[src/rtl/uart_tx_mmio.sv]
// Memory-mapped 8N1 UART transmitter with a transmit FIFO and programmable bit period.
// Optional even parity bit is enabled by defining UART_TX_PARITY_EN.
module uart_tx_mmio #(
  parameter int          FIFO_DEPTH     = 8,
  parameter logic [15:0] BAUD_DIV_RESET = 16'd433
) (
  input  logic        clk,
  input  logic        rst,
  input  logic        ce,
  input  logic        we,
  input  logic [31:0] addr,
  input  logic [31:0] data_i,
  output logic [31:0] data_o,
  output logic        tx
);

  // state    | meaning
  // IDLE     | line high, waiting for a byte in the FIFO
  // START    | driving the start bit (0)
  // DATA     | driving data bits 0..7, LSB first
  // PARITY   | driving the even parity bit (parity build only)
  // STOP     | driving the stop bit (1); chains straight into the next frame
`ifdef UART_TX_PARITY_EN
  typedef enum logic [2:0] {IDLE, START, DATA, STOP, PARITY} state_t;
  localparam logic PAR_EN = 1'b1;
`else
  typedef enum logic [1:0] {IDLE, START, DATA, STOP} state_t;
  localparam logic PAR_EN = 1'b0;
`endif

  localparam int AW = $clog2(FIFO_DEPTH);
  localparam int CW = AW + 1;
  localparam logic [AW-1:0] PTR_ONE = AW'(1);
  localparam logic [CW-1:0] CNT_ONE = CW'(1);

  state_t        state;
  logic [7:0]    fifo_mem [FIFO_DEPTH];
  logic [AW-1:0] wr_ptr, rd_ptr;
  logic [CW-1:0] fifo_count;
  logic          fifo_full, fifo_empty;
  logic          overflow;
  logic [15:0]   baud_div;
  logic [15:0]   bit_cnt;
  logic [2:0]    bit_idx;
  logic [7:0]    shift;
  logic          bit_done, busy;
  logic          wr_txdata, wr_status, wr_baud;
  logic          push, pop;
  logic [7:0]    fifo_rdata;
  logic [31:0]   status;
  logic          unused_bits;
`ifdef UART_TX_PARITY_EN
  logic          par_bit;
`endif

  assign unused_bits = ^{addr[31:4], addr[1:0], data_i[31:16]};

  assign wr_txdata  = ce & we & (addr[3:2] == 2'b00);
  assign wr_status  = ce & we & (addr[3:2] == 2'b01);
  assign wr_baud    = ce & we & (addr[3:2] == 2'b10);

  assign fifo_full  = (fifo_count == CW'(FIFO_DEPTH));
  assign fifo_empty = (fifo_count == '0);
  assign fifo_rdata = fifo_mem[rd_ptr];
  assign bit_done   = (bit_cnt == 16'd0);
  assign busy       = (state != IDLE);

  // Fullness is judged before any same-edge pop, so a write to a full FIFO always drops.
  assign push = wr_txdata & ~fifo_full;
  assign pop  = ~fifo_empty & ((state == IDLE) | ((state == STOP) & bit_done));

  always_ff @(posedge clk) begin
    if (push) fifo_mem[wr_ptr] <= data_i[7:0];
  end

  always_ff @(posedge clk or negedge rst) begin
    if (!rst) begin
      wr_ptr     <= '0;
      rd_ptr     <= '0;
      fifo_count <= '0;
      overflow   <= 1'b0;
      baud_div   <= BAUD_DIV_RESET;
    end else begin
      if (push) wr_ptr <= wr_ptr + PTR_ONE;
      if (pop)  rd_ptr <= rd_ptr + PTR_ONE;
      if (push && !pop)      fifo_count <= fifo_count + CNT_ONE;
      else if (pop && !push) fifo_count <= fifo_count - CNT_ONE;
      if (wr_status && data_i[3]) overflow <= 1'b0;
      if (wr_txdata && fifo_full) overflow <= 1'b1;
      if (wr_baud) baud_div <= data_i[15:0];
    end
  end

  always_ff @(posedge clk or negedge rst) begin
    if (!rst) begin
      state   <= IDLE;
      tx      <= 1'b1;
      bit_cnt <= '0;
      bit_idx <= '0;
      shift   <= '0;
`ifdef UART_TX_PARITY_EN
      par_bit <= 1'b0;
`endif
    end else begin
      case (state)
        IDLE: begin
          tx <= 1'b1;
          if (pop) begin
            shift   <= fifo_rdata;
            bit_cnt <= baud_div;
            bit_idx <= '0;
            tx      <= 1'b0;
            state   <= START;
`ifdef UART_TX_PARITY_EN
            par_bit <= ^fifo_rdata;
`endif
          end
        end
        START: begin
          if (bit_done) begin
            bit_cnt <= baud_div;
            tx      <= shift[0];
            state   <= DATA;
          end else begin
            bit_cnt <= bit_cnt - 16'd1;
          end
        end
        DATA: begin
          if (bit_done) begin
            bit_cnt <= baud_div;
            if (bit_idx == 3'd7) begin
`ifdef UART_TX_PARITY_EN
              tx    <= par_bit;
              state <= PARITY;
`else
              tx    <= 1'b1;
              state <= STOP;
`endif
            end else begin
              shift   <= {1'b0, shift[7:1]};
              tx      <= shift[1];
              bit_idx <= bit_idx + 3'd1;
            end
          end else begin
            bit_cnt <= bit_cnt - 16'd1;
          end
        end
`ifdef UART_TX_PARITY_EN
        PARITY: begin
          if (bit_done) begin
            bit_cnt <= baud_div;
            tx      <= 1'b1;
            state   <= STOP;
          end else begin
            bit_cnt <= bit_cnt - 16'd1;
          end
        end
`endif
        STOP: begin
          if (bit_done) begin
            if (pop) begin
              shift   <= fifo_rdata;
              bit_cnt <= baud_div;
              bit_idx <= '0;
              tx      <= 1'b0;
              state   <= START;
`ifdef UART_TX_PARITY_EN
              par_bit <= ^fifo_rdata;
`endif
            end else begin
              tx    <= 1'b1;
              state <= IDLE;
            end
          end else begin
            bit_cnt <= bit_cnt - 16'd1;
          end
        end
        default: begin
          tx    <= 1'b1;
          state <= IDLE;
        end
      endcase
    end
  end

  assign status = {16'b0, 8'(fifo_count), 3'b0, PAR_EN, overflow, fifo_empty, fifo_full, busy};

  always_comb begin
    data_o = 32'd0;
    if (ce && !we) begin
      case (addr[3:2])
        2'b01:   data_o = status;
        2'b10:   data_o = {16'b0, baud_div};
        default: data_o = 32'd0;
      endcase
    end
  end

endmodule

[config.mk]
export PLATFORM = sky130hd
export DESIGN_NAME = uart_tx_mmio
export DESIGN_NICKNAME = d
export VERILOG_FILES = /design/src/rtl/uart_tx_mmio.sv
export SDC_FILE = /design/constraint.sdc
export NUM_CORES = 1
export LEC_CHECK = 0
export ABC_AREA = 1
export ABC_CLOCK_PERIOD_IN_PS = 2900
export CAP_MARGIN = 20
export CORE_MARGIN = 2
export CORE_UTILIZATION = 30
export DETAILED_ROUTE_END_ITERATION = 6
export PLACE_DENSITY = 0.48
export SYNTH_ARGS = -nofsm -noshare
export SYNTH_HDL_FRONTEND = slang
export SYNTH_SLANG_ARGS = --single-unit
[constraint.sdc]
create_clock -name clk -period 2.9 [get_ports clk]
set_input_delay 0.29 -clock clk [delete_from_list [all_inputs] [get_ports clk]]
set_output_delay 0.29 -clock clk [all_outputs]
set_load 0.02 [all_outputs]
# After elaboration in Yosys (flattened, before gate mapping)
# Memories as Yosys holds them, arrays and structs flattened.
# Index checks and enable logic that the tools add are counted.
# W data, S select, Z words.
# word_totals
regBits	57
mem_bits_rw	64
input_bits	68
out_inout_bits	33
word_cells	95
memories	1
# op_classes
addsub	6
n_eq_ne	13
mux	35
bitwise	10
reduce_logical	20
# mem_list
name	words	word_bits	rd	rd_clocked_by_memory_dff	write_ports	line	source
fifo_mem	8	8	1	0	1	37	logic [7:0] fifo_mem [FIFO_DEPTH];
# op_table
op	n
$mux W16	4
$pmux W16 S3	1
$mux W8	4
$pmux W16 S2	1
$pmux W8 S3	1
$logic_not A16 Y1	1
$sub A16 B1 Y16 const B	1
$mux W3	4
$ne A2 B2 Y1 const B	6
$mux W1	10
$mux W2	5
$add A3 B1 Y3 const B	3
$pmux W3 S3	1
$mux W4	2
$pmux W2 S4	1
$and A1 B1 Y1	7
$eq A2 B2 Y1 const B	3
$reduce_bool A2 Y1	3
$logic_and A1 B1 Y1	5
$reduce_and A5 Y1	1
$add A4 B1 Y4 const B	1
$eq A2 B1 Y1 const B	2
$eq A4 B4 Y1 const B	1
$logic_not A2 Y1	2
11 further kinds	14

# Depth between registers and ports, before layout
# logic_depth
word_depth	7
ltp_mapped	17
ltp_nobuf	16

# Worst setup path before layout
# Ideal clock, no wire load.
# synth_path
path_type	flip-flop to flip-flop
from	register bit_cnt[0]
to	register fifo_count[3]
setup_ns	0.125
t_arrival_ns	2.423
required_ns	2.775
path_slack_ns	0.351
stages_incl_launch_ff	18
n_path_buf	1
period_less_slack_ns	2.549
cell_sequence	dfrtp_1 > inv_1 > ha_1 > nand2_2 > nor2_2 > nand3_2 > nand2_1 > nand2_1 > buf_2 > ha_1 > inv_1 > ha_1 > a21o_1 > a21oi_1 > nand2_1 > nand2_1 > nor2_1 > xor2_1
# synth_via
elab_chain_len	7
elab_cells_between_ends	9
classes_between	mux (1); bitwise (3); reduce/logical (5)
# synth_lines
element	line	source
start, declared	43	logic [15:0] bit_cnt;
start signal, assigned	110	bit_cnt <= baud_div;
start signal, assigned	121	bit_cnt <= baud_div;
start signal, assigned	125	bit_cnt <= bit_cnt - 16'd1;
$logic_not A16 Y1 (*)	65	assign bit_done = (bit_cnt == 16'd0);
$and A1 B1 Y1 (*)	70	assign pop = ~fifo_empty & ((state == IDLE) | ((state == STOP) & bit_done));
$or A1 B1 Y1 (*)	70	
$and A1 B1 Y1 (*)	70	
$logic_not A1 Y1	86	if (push && !pop) fifo_count <= fifo_count + CNT_ONE;
$logic_and A1 B1 Y1	86	
$mux W4 or $reduce_bool A2 Y1 (tied branches)	n/a	
end signal, assigned	86	
end signal, assigned	87	else if (pop && !push) fifo_count <= fifo_count - CNT_ONE;
end, declared	39	logic [CW-1:0] fifo_count;
# Every way passes the cells marked *; elsewhere a longest branch is shown, timed or not.
# A chain may end at the register's enable or synchronous reset.

# Final worst setup path
# Same ends and word-level chain as after synthesis.

==> metrics.yaml <==
synth_top_family_by_area: "simple AND/OR/NAND/NOR gates"
syn_area_um2: 6306
place_area_um2: 7003
power_leakage_uw: 0.003329
dieArea_um2: 22200
htreeDepth: 4
power_frac_seq: 0.392
muxShareOfSynthArea: 0
tightest_slew_ns: 0.6602
rows: 53
routed_via_density: 4.567
crit_type: "register to register"
arrival_ns: 2.91
overflow: 0
crit_fanout: 3
die_height_um: 149.0
async_flop_share: 0.4711
swShare: 0.3296
worstSetupPathDepth: 16
pwr_density_cell_nw_per_um2: 731.6
clkPwrFrac: 0.381
place.gp.congestion: 0.8044
r2r_cells: 16
synth_simple_gate_area_frac: 0.2738
clk-insertion-delay-late_ns: 0.42
yosys.area.top_type: "edfxtp_1"
startpoint: "bit_cnt[0]$_DFF_PN0_"
syn_avg_cell_area_um2: 8.453
synth_edf_count: 64
clockRootBuffer: "clkbuf_16"
critPathLaunchType: "register"
antenna_found_initial: 0
finalCritPeriodShare: 0.8989
clock-sinks: 121
ios: 101
clkSlewWorstSetupHoldPaths_ns: 0.06
critPathMaxStageDelay_ns: 0.39
crit_path_end_kind: "register"
synth_warnings: 0
combPwrFrac: 0.227
p_switching_uw: 1833
core-area_um2: 20820
drv_slew: 0
synthXorXnorAreaFrac: 0.02083
grt_max_degree: 34
synth_top_area_share: 0.3048
critPathRequiredTime_ns: 3.21
synthCells: 746
synth_cell_type_count: 36
fillers: 2164
p_int_uw: 3729
post_cts.repair.setup_buffers: 0
synth_compound_area_frac: 0.06448
hold_path_class: "input port to asynchronous set/reset pin"
detail_route.iter0.violations: 348
grt_setup_unrepaired: "no"
die_w_um: 149.0
ctsHoldBuffers: 1
grt_pass1_vias: 4863
area_growth_pct: 20.56
routed_wl_mm: 15.78
max-cap-violations: 0
vias: 4964
fin_skew_ns: 0.007971
grt_pass1_wl_mm: 25.69
ys.flop_type: "edfxtp_1"
status: "finished clean"
yosysSeqAreaShare: 0.5321
grt_usage: 0.1511
timing.critical_path.buf_inv: 2
start_util: 0.3028
hold_viol: 0
post_cts_resized: 0
synth_area_leaders: "edfxtp_1, dfrtp_1, nand2_1"
setup_viol: 0
drc: 0
num_antenna_cells: 0
detail-route-antenna-nets: 0
ir_drop_mv: 0.4657
maxClockFrequency_mhz: 383.6
cp_common_cell: "nand2_1"
wl_per_cell_um: 14.52
dp_hpwl_mm: 10.77
port_buffers: 38
path_delay_family: "simple AND/OR/NAND/NOR gates"
holdWs_ns: 0.3503
r2r-start: "bit_cnt[0]$_DFF_PN0_"
fin_crit_ns: 2.607
clk_path_buf_depth: 2
setup_tns_ns: 0
synthAdderAreaFrac: 0.03492
relSlewSlack: 0.5594
firstDrtPassIters: 5
drive_above_1_share: 0.08867
ys_ff_latch: 121
cts_buffers: 17
worst_path_max_delay_cell: "dfrtp_1"
path_cells: "inv_1 -> ha_1 -> nand2_2 -> nor2_2 -> nand3_2 -> nand2_1 -> nand2_1 -> ha_1 -> inv_1 -> ha_1 -> a21o_1 -> a21oi_1 -> nand2_1 -> nand2_1 -> nor2_1 -> xor2_1"
nNetsFinal: 884
cts_tree: "built"
finalInstanceArea_um2: 7602
## cell type report
type                            instances  area (um2)  share of cell area
Clock inverter                         15       163.9             0.02156
Clock buffer                           17       425.4             0.05596
Tap cell                              275       344.1             0.04526
Multi-Input combinational cell        539        2545              0.3348
Timing Repair Buffer                   60       543.0             0.07143
Sequential cell                       121        3356              0.4414
Inverter                               60       225.2             0.02962
## cell usage after synthesis (all sizes together) (2+ instances only)
master,n
a21oi,25
ha,16
dfstp,6
dfrtp,51
o22ai,3
clkinv,2
o211ai,2
nor3,2
nand4,2
nand2,246
o21ai,28
xnor2,3
nor2,85
a31oi,6
nand3,85
edfxtp,64
clkbuf,18
xor2,12
a21boi,2
buf,23
inv,58
## kinds of logic (layout without fill, tap and decap cells)
group | Yosys count | count (layout)
XOR/XNOR | 15 | 15
buffers and inverters | 101 | 152
AND/OR/NAND/NOR | 421 | 421
AO/OA/AOI/OAI | 70 | 70
adder cells (fa/ha/maj) | 17 | 17
other | 1 | 16
flip-flops | 121 | 121
## cells in the final DEF, fill, tap and decap left out, drive strengths merged, types with 6 or more instances in the layout
cell type,n
conb,16
dfrtp,51
dfstp,6
ha,16
a21oi,25
nor2,85
o21ai,28
nand2,246
clkbuf,17
clkdlybuf4s50,37
nand3,85
buf,22
xor2,12
edfxtp,64
clkinv,7
inv,66
a31oi,6
## registers in the layout (all words and copies together) (netlist names), named ones only
signal,cells
fifo_mem,64
baud_div,16
bit_cnt,15
shift,8
fifo_count,4
bit_idx,3
rd_ptr,3
wr_ptr,3
state,2
overflow,1
tx,1
## through the flow
stage	power [uW]	setup WS [ns]	cells	utilization
CTS	5624	0.2840	1087	0.3651
finish	5562	0.2933	1087	0.3651
floorplan	3083	0.3514	761	-
detailed placement	3483	0.1888	1054	0.3363
global placement	3485	0.2057	1054	0.3363
global route	5910	0.02621	1087	0.3651
## path summary, 6_finish.rpt
check	endpoint	slack (ns)
max reg2reg	fifo_count[3]$_DFFE_PN0P_	0.29
min in group clk	baud_div[8]$_DFFE_PN1P_	0.42
min	bit_cnt[11]$_DFF_PN0_	0.35
max	fifo_count[3]$_DFFE_PN0P_	0.29
min reg2reg	tx$_DFFE_PN1P_	0.49
max in group asynchronous	baud_div[5]$_DFFE_PN1P_	1.81
## power groups by stage
stage               combinational, uW  sequential (uW)  clock [uW]
floorplan                         927             2160           0
global placement                 1270             2210           0
detailed placement               1270             2210           0
CTS                              1280             2180        2160
global route                     1460             2210        2240
finish                           1260             2180        2120
## layer usage
metal | GRT usage | up-vias | routed length (um)
met2 | 0.2297 | 85 | 6946
met1 | 0.2136 | 2357 | 8102
met3 | 0.03058 | 16 | 516
met4 | 0.05524 | 0 | 219
met5 | 0 | - | 0
li1 | - | 2506 | -
No activity file was read; power rests on OpenSTA's default activity.
